==> src/rtl/periph_rx_fifo.sv <==
// Producer-side four-phase send/ack receiver feeding a DEPTH-entry show-ahead FIFO.
// Define PERIPH_RX_DROP_EN to discard words on a full FIFO (sticky o_ovf) instead of stalling.
module periph_rx_fifo #(
  parameter int unsigned DATA_W = 4,
  parameter int unsigned DEPTH  = 4
) (
  input  logic                       i_clk,
  input  logic                       i_rst_n,
  input  logic                       i_send,
  input  logic [DATA_W-1:0]          i_new_data,
  output logic                       o_ack,
  input  logic                       i_rd_en,
  output logic [DATA_W-1:0]          o_rd_data,
  output logic                       o_empty,
  output logic                       o_full,
  output logic [$clog2(DEPTH):0]     o_count,
  output logic                       o_ovf,
  input  logic                       i_ovf_clr
);

  localparam int unsigned PtrW = $clog2(DEPTH);
  localparam int unsigned CntW = PtrW + 1;
  localparam logic [CntW-1:0] CntFull = CntW'(DEPTH);
  localparam logic [CntW-1:0] CntOne  = CntW'(1);
  localparam logic [PtrW-1:0] PtrOne  = PtrW'(1);

  typedef enum logic [1:0] {StIdle, StAck, StStall} state_e;

  state_e            r_state;
  logic              r_ack;
  logic [DATA_W-1:0] r_mem [DEPTH];
  logic [PtrW-1:0]   r_wr_ptr;
  logic [PtrW-1:0]   r_rd_ptr;
  logic [CntW-1:0]   r_count;

  logic w_full;
  logic w_empty;
  logic w_wr;
  logic w_pop;

  assign w_full  = (r_count == CntFull);
  assign w_empty = (r_count == '0);
  // A write happens only on the IDLE/STALL -> ACK transition, so exactly once per handshake.
  assign w_wr    = i_send & ~w_full & (r_state != StAck);
  assign w_pop   = i_rd_en & ~w_empty;

  always_ff @(posedge i_clk or negedge i_rst_n) begin
    if (!i_rst_n) begin
      r_state <= StIdle;
      r_ack   <= 1'b0;
    end else begin
      unique case (r_state)
        StIdle: begin
          if (i_send) begin
            if (!w_full) begin
              r_state <= StAck;
              r_ack   <= 1'b1;
            end else begin
`ifdef PERIPH_RX_DROP_EN
              r_state <= StAck;
              r_ack   <= 1'b1;
`else
              r_state <= StStall;
              r_ack   <= 1'b0;
`endif
            end
          end
        end
        StStall: begin
          if (!i_send) begin
            r_state <= StIdle;
            r_ack   <= 1'b0;
          end else if (!w_full) begin
            r_state <= StAck;
            r_ack   <= 1'b1;
          end
        end
        StAck: begin
          if (!i_send) begin
            r_state <= StIdle;
            r_ack   <= 1'b0;
          end
        end
        default: begin
          r_state <= StIdle;
          r_ack   <= 1'b0;
        end
      endcase
    end
  end

  // Storage is deliberately left unreset.
  always_ff @(posedge i_clk) begin
    if (w_wr) begin
      r_mem[r_wr_ptr] <= i_new_data;
    end
  end

  always_ff @(posedge i_clk or negedge i_rst_n) begin
    if (!i_rst_n) begin
      r_wr_ptr <= '0;
      r_rd_ptr <= '0;
      r_count  <= '0;
    end else begin
      if (w_wr) begin
        r_wr_ptr <= r_wr_ptr + PtrOne;
      end
      if (w_pop) begin
        r_rd_ptr <= r_rd_ptr + PtrOne;
      end
      unique case ({w_wr, w_pop})
        2'b10:   r_count <= r_count + CntOne;
        2'b01:   r_count <= r_count - CntOne;
        default: r_count <= r_count;
      endcase
    end
  end

`ifdef PERIPH_RX_DROP_EN
  logic w_drop;
  logic r_ovf;

  assign w_drop = i_send & w_full & (r_state == StIdle);

  // Set wins over a simultaneous clear.
  always_ff @(posedge i_clk or negedge i_rst_n) begin
    if (!i_rst_n) begin
      r_ovf <= 1'b0;
    end else if (w_drop) begin
      r_ovf <= 1'b1;
    end else if (i_ovf_clr) begin
      r_ovf <= 1'b0;
    end
  end

  assign o_ovf = r_ovf;
`else
  logic w_unused_ovf_clr;
  assign w_unused_ovf_clr = i_ovf_clr;
  assign o_ovf            = 1'b0;
`endif

  assign o_ack     = r_ack;
  assign o_rd_data = r_mem[r_rd_ptr];
  assign o_empty   = w_empty;
  assign o_full    = w_full;
  assign o_count   = r_count;

endmodule

==> config.mk <==
export PLATFORM = sky130hd
export DESIGN_NAME = periph_rx_fifo
export DESIGN_NICKNAME = d
export VERILOG_FILES = /design/src/rtl/periph_rx_fifo.sv
export SDC_FILE = /design/constraint.sdc
export NUM_CORES = 1
export LEC_CHECK = 0
export ABC_AREA = 1
export BUFFER_PORTS_ARGS = -buffer_cell sky130_fd_sc_hd__buf_2
export CAP_MARGIN = 0
export CORE_UTILIZATION = 45
export CTS_BUF_LIST = sky130_fd_sc_hd__clkbuf_8
export DETAILED_ROUTE_END_ITERATION = 12
export GPL_ROUTABILITY_DRIVEN = 0
export PLACE_DENSITY = 0.66
export SYNTH_ARGS = -nofsm -noshare
export SYNTH_HDL_FRONTEND = slang
export SYNTH_SLANG_ARGS = --single-unit
==> constraint.sdc <==
create_clock -name i_clk -period 2.9 [get_ports i_clk]
set_input_delay 0.58 -clock i_clk [delete_from_list [all_inputs] [get_ports i_clk]]
set_output_delay 0.58 -clock i_clk [all_outputs]
set_load 0.01 [all_outputs]
==> impl_metrics.csv <==
group,metric,value,unit
clock_network,hold_buffers,0,
critical_path,crit_chain,"inv_1, o21ai_0, o21ai_1, buf_2",
synthesis,ys_seq_area_share,59.3,%
placement,place_area,0.00129,mm^2
timing,whs,0.152,ns
grt,grt_max_degree,16,
critical_path,worst-setup-path-type,"reg2out",
synthesis,ys_ff_latch,25,
critical_path,cp-start-kind,"flip-flop",
grt,track_usage,15.5,%
timing,setup_violations,0,
timing,rsz0062_at_grt,"false",
critical_path,critPathRequiredTime,2.32,ns
clock_network,clkLatencyLatePin,0.27,ns
clock_network,postCtsSetupRepairBufs,0,
routing,wl_per_cell,11.5,um
timing,final.min_clock_period,2.08,ns
layout,nNetsFinal,150,
timing,hold_viol,0,
routing,drtIter0Drc,15,
floorplanning,start_util,48.0,%
floorplanning,die_area,0.00285,mm^2
critical_path,slowest_stage,"dfrtp_1",
synthesis,synth_area,0.00119,mm^2
routing,num_vias,766,
routing,ant_nets,0,
status,status,"complete, no violations",
placement,pre_cts_ws,0.921,ns
clock_network,cts_buffers,3,
floorplanning,io_pins,20,
timing,skew,0.00165,ns
synthesis,postSynthAreaPerCell,10.3,um^2
layout,diodes,0,
critical_path,cpPeakStageDelay,0.56,ns
worst_hold_path,hp-class,"in2async",
layout,drive_gt1_share,20.9,%
clock_network,cts_tree,"done",
floorplanning,die_y,53.4,um
critical_path,cp_max_fo,11,
layout,fin_area,0.00134,mm^2
pwr,power.leakage,0.621,nW
synthesis,syn_inst,115,
pwr,pwr-share-comb,41.4,%
pwr,peakVddDrop,0.000534,V
floorplanning,rows,18,
floorplanning,die_w,53.4,um
run,drv_cap,0,
critical_path,cp_top_family,"flip-flops",
synthesis,synth_cell_types,23,
routing,drc_errors,0,
placement,dp_hpwl,1390,um
timing,clock.fmax,480,MHz
clock_network,path_clk_slew,0.08,ns
timing,worst_slack,0.817,ns
clock_network,cts-root-buf,"clkbuf_8",
critical_path,critPathBufInv,2,
pwr,p_clk_share,16.1,%
grt,grt_pass1_wl,2870,um
routing,drt_pass1_iterations,4,
synthesis,synthTopCellsByCount,"inv_1, nand2_1, edfxtp_1, nor2_1",
clock_network,cts_num_sinks,25,
synthesis,ys.flop_type,"edfxtp_1",
clock_network,htree_levels,1,
clock_network,cts_buffer_depth,2,
timing,timing.final.crit_share,71.8,%
synthesis,synth_top_area_cell,"edfxtp_1",
layout,layoutNonFillerInstCount,164,
critical_path,cp-end-kind,"primary output",
grt,antenna_found_initial,0,
placement,port_buffers,17,
grt,first_global_vias,679,
placement,place_inst,160,
timing,setup-tns-final,0,ns
timing,final_max_slew_viol_count,0,
layout,syn_to_final_growth,12.8,%
pwr,p_sw,0.521,mW
critical_path,arrival,1.50,ns
routing,wirelength,1880,um
synthesis,ys_async_sr_fraction,36.0,%
synthesis,ys_warn_count,0,
pwr,p_seq_share,42.5,%
synthesis,synth-edff-count,16,
pwr,switching_share,40.3,%
synthesis,syn-num-nets,130,
routing,vias_per_cell,4.67,
synthesis,synth_top_area_share,40.4,%
synthesis,synth_area_leaders,"edfxtp_1, dfrtp_1, inv_1",
clock_network,cts_resized,0,
pwr,finalPower,1.29,mW
pwr,powerDensity,962,mW/mm^2
pwr,power.internal,0.770,mW
grt,overflow,0,
floorplanning,core,0.00248,mm^2
layout,utilization,54.2,%
-- layout by cell type, fill, tap and decap left out, drive strengths merged --
cell type  count
clkinvlp       1
nand2         20
clkbuf         3
dfrtp          9
o21ai         13
nand3          7
inv           20
nand4          1
conb           1
xnor2          1
nor3           1
fa             1
nor2          16
ha             5
edfxtp        16
a21oi          2
buf           17
-- power by group through the flow --
stage | Combinational (mW) | Clock (mW) | Sequential (mW)
after global routing | 0.616 | 0.227 | 0.563
after CTS | 0.546 | 0.214 | 0.551
final | 0.535 | 0.207 | 0.549
after floorplan | 0.401 | 0 | 0.543
after detailed placement | 0.543 | 0 | 0.558
after global placement | 0.521 | 0 | 0.553
-- final timing paths --
check	start	end	slack, ns	cells past startpoint
setup / recovery	r_rd_ptr[0]$_DFFE_PN0P_	o_rd_data[3]	0.82	4
hold reg to reg	r_rd_ptr[1]$_DFFE_PN0P_	r_rd_ptr[1]$_DFFE_PN0P_	0.51	2
setup reg to reg	o_count[2]$_DFFE_PN0P_	o_count[2]$_DFFE_PN0P_	1.09	11
max in group asynchronous	i_rst_n	o_count[1]$_DFFE_PN0P_	2.56	1
hold / removal	i_rst_n	r_wr_ptr[0]$_DFFE_PN0P_	0.15	1
min in group i_clk	r_rd_ptr[1]$_DFFE_PN0P_	r_rd_ptr[1]$_DFFE_PN0P_	0.51	2
-- layout make-up --
class / instances / area (um^2)
fill: 220 / 1130
sequential: 25 / 706
multi-input combinational: 68 / 390
timing repair buffer: 17 / 85.1
inverter: 20 / 75.1
clock buffer: 3 / 41.3
tap: 30 / 37.5
clock inverter: 1 / 7.51
-- per-layer routing --
metal,part of all wire [%],vias to the layer above,global-route usage [%]
met5,0,-,0
met4,2.7,0,12.3
met3,3.1,4,4.31
met2,50,12,25.2
met1,45,344,16.8
li1,-,406,-
-- logic make-up (layout without fill, tap and decap cells) --
logic type / count (synthesis) / after routing / share of synthesized area (%)
and+or+nand+nor: 45 / 45 / 17.6
DFF: 25 / 25 / 59.3
buffers and inverters: 22 / 41 / 7.89
AOI/OAI and AO/OA: 15 / 15 / 7.26
adders and majority gates: 6 / 6 / 6.94
other: 1 / 1 / 0.315
xor gates and xnor gates: 1 / 1 / 0.736
-- flip-flops by register name, indices dropped and copies added (netlist names) --
signal,cells
o_count,3
r_state,2
r_rd_ptr,2
r_wr_ptr,2
r_mem,16
(Power assumes the default switching activity.)
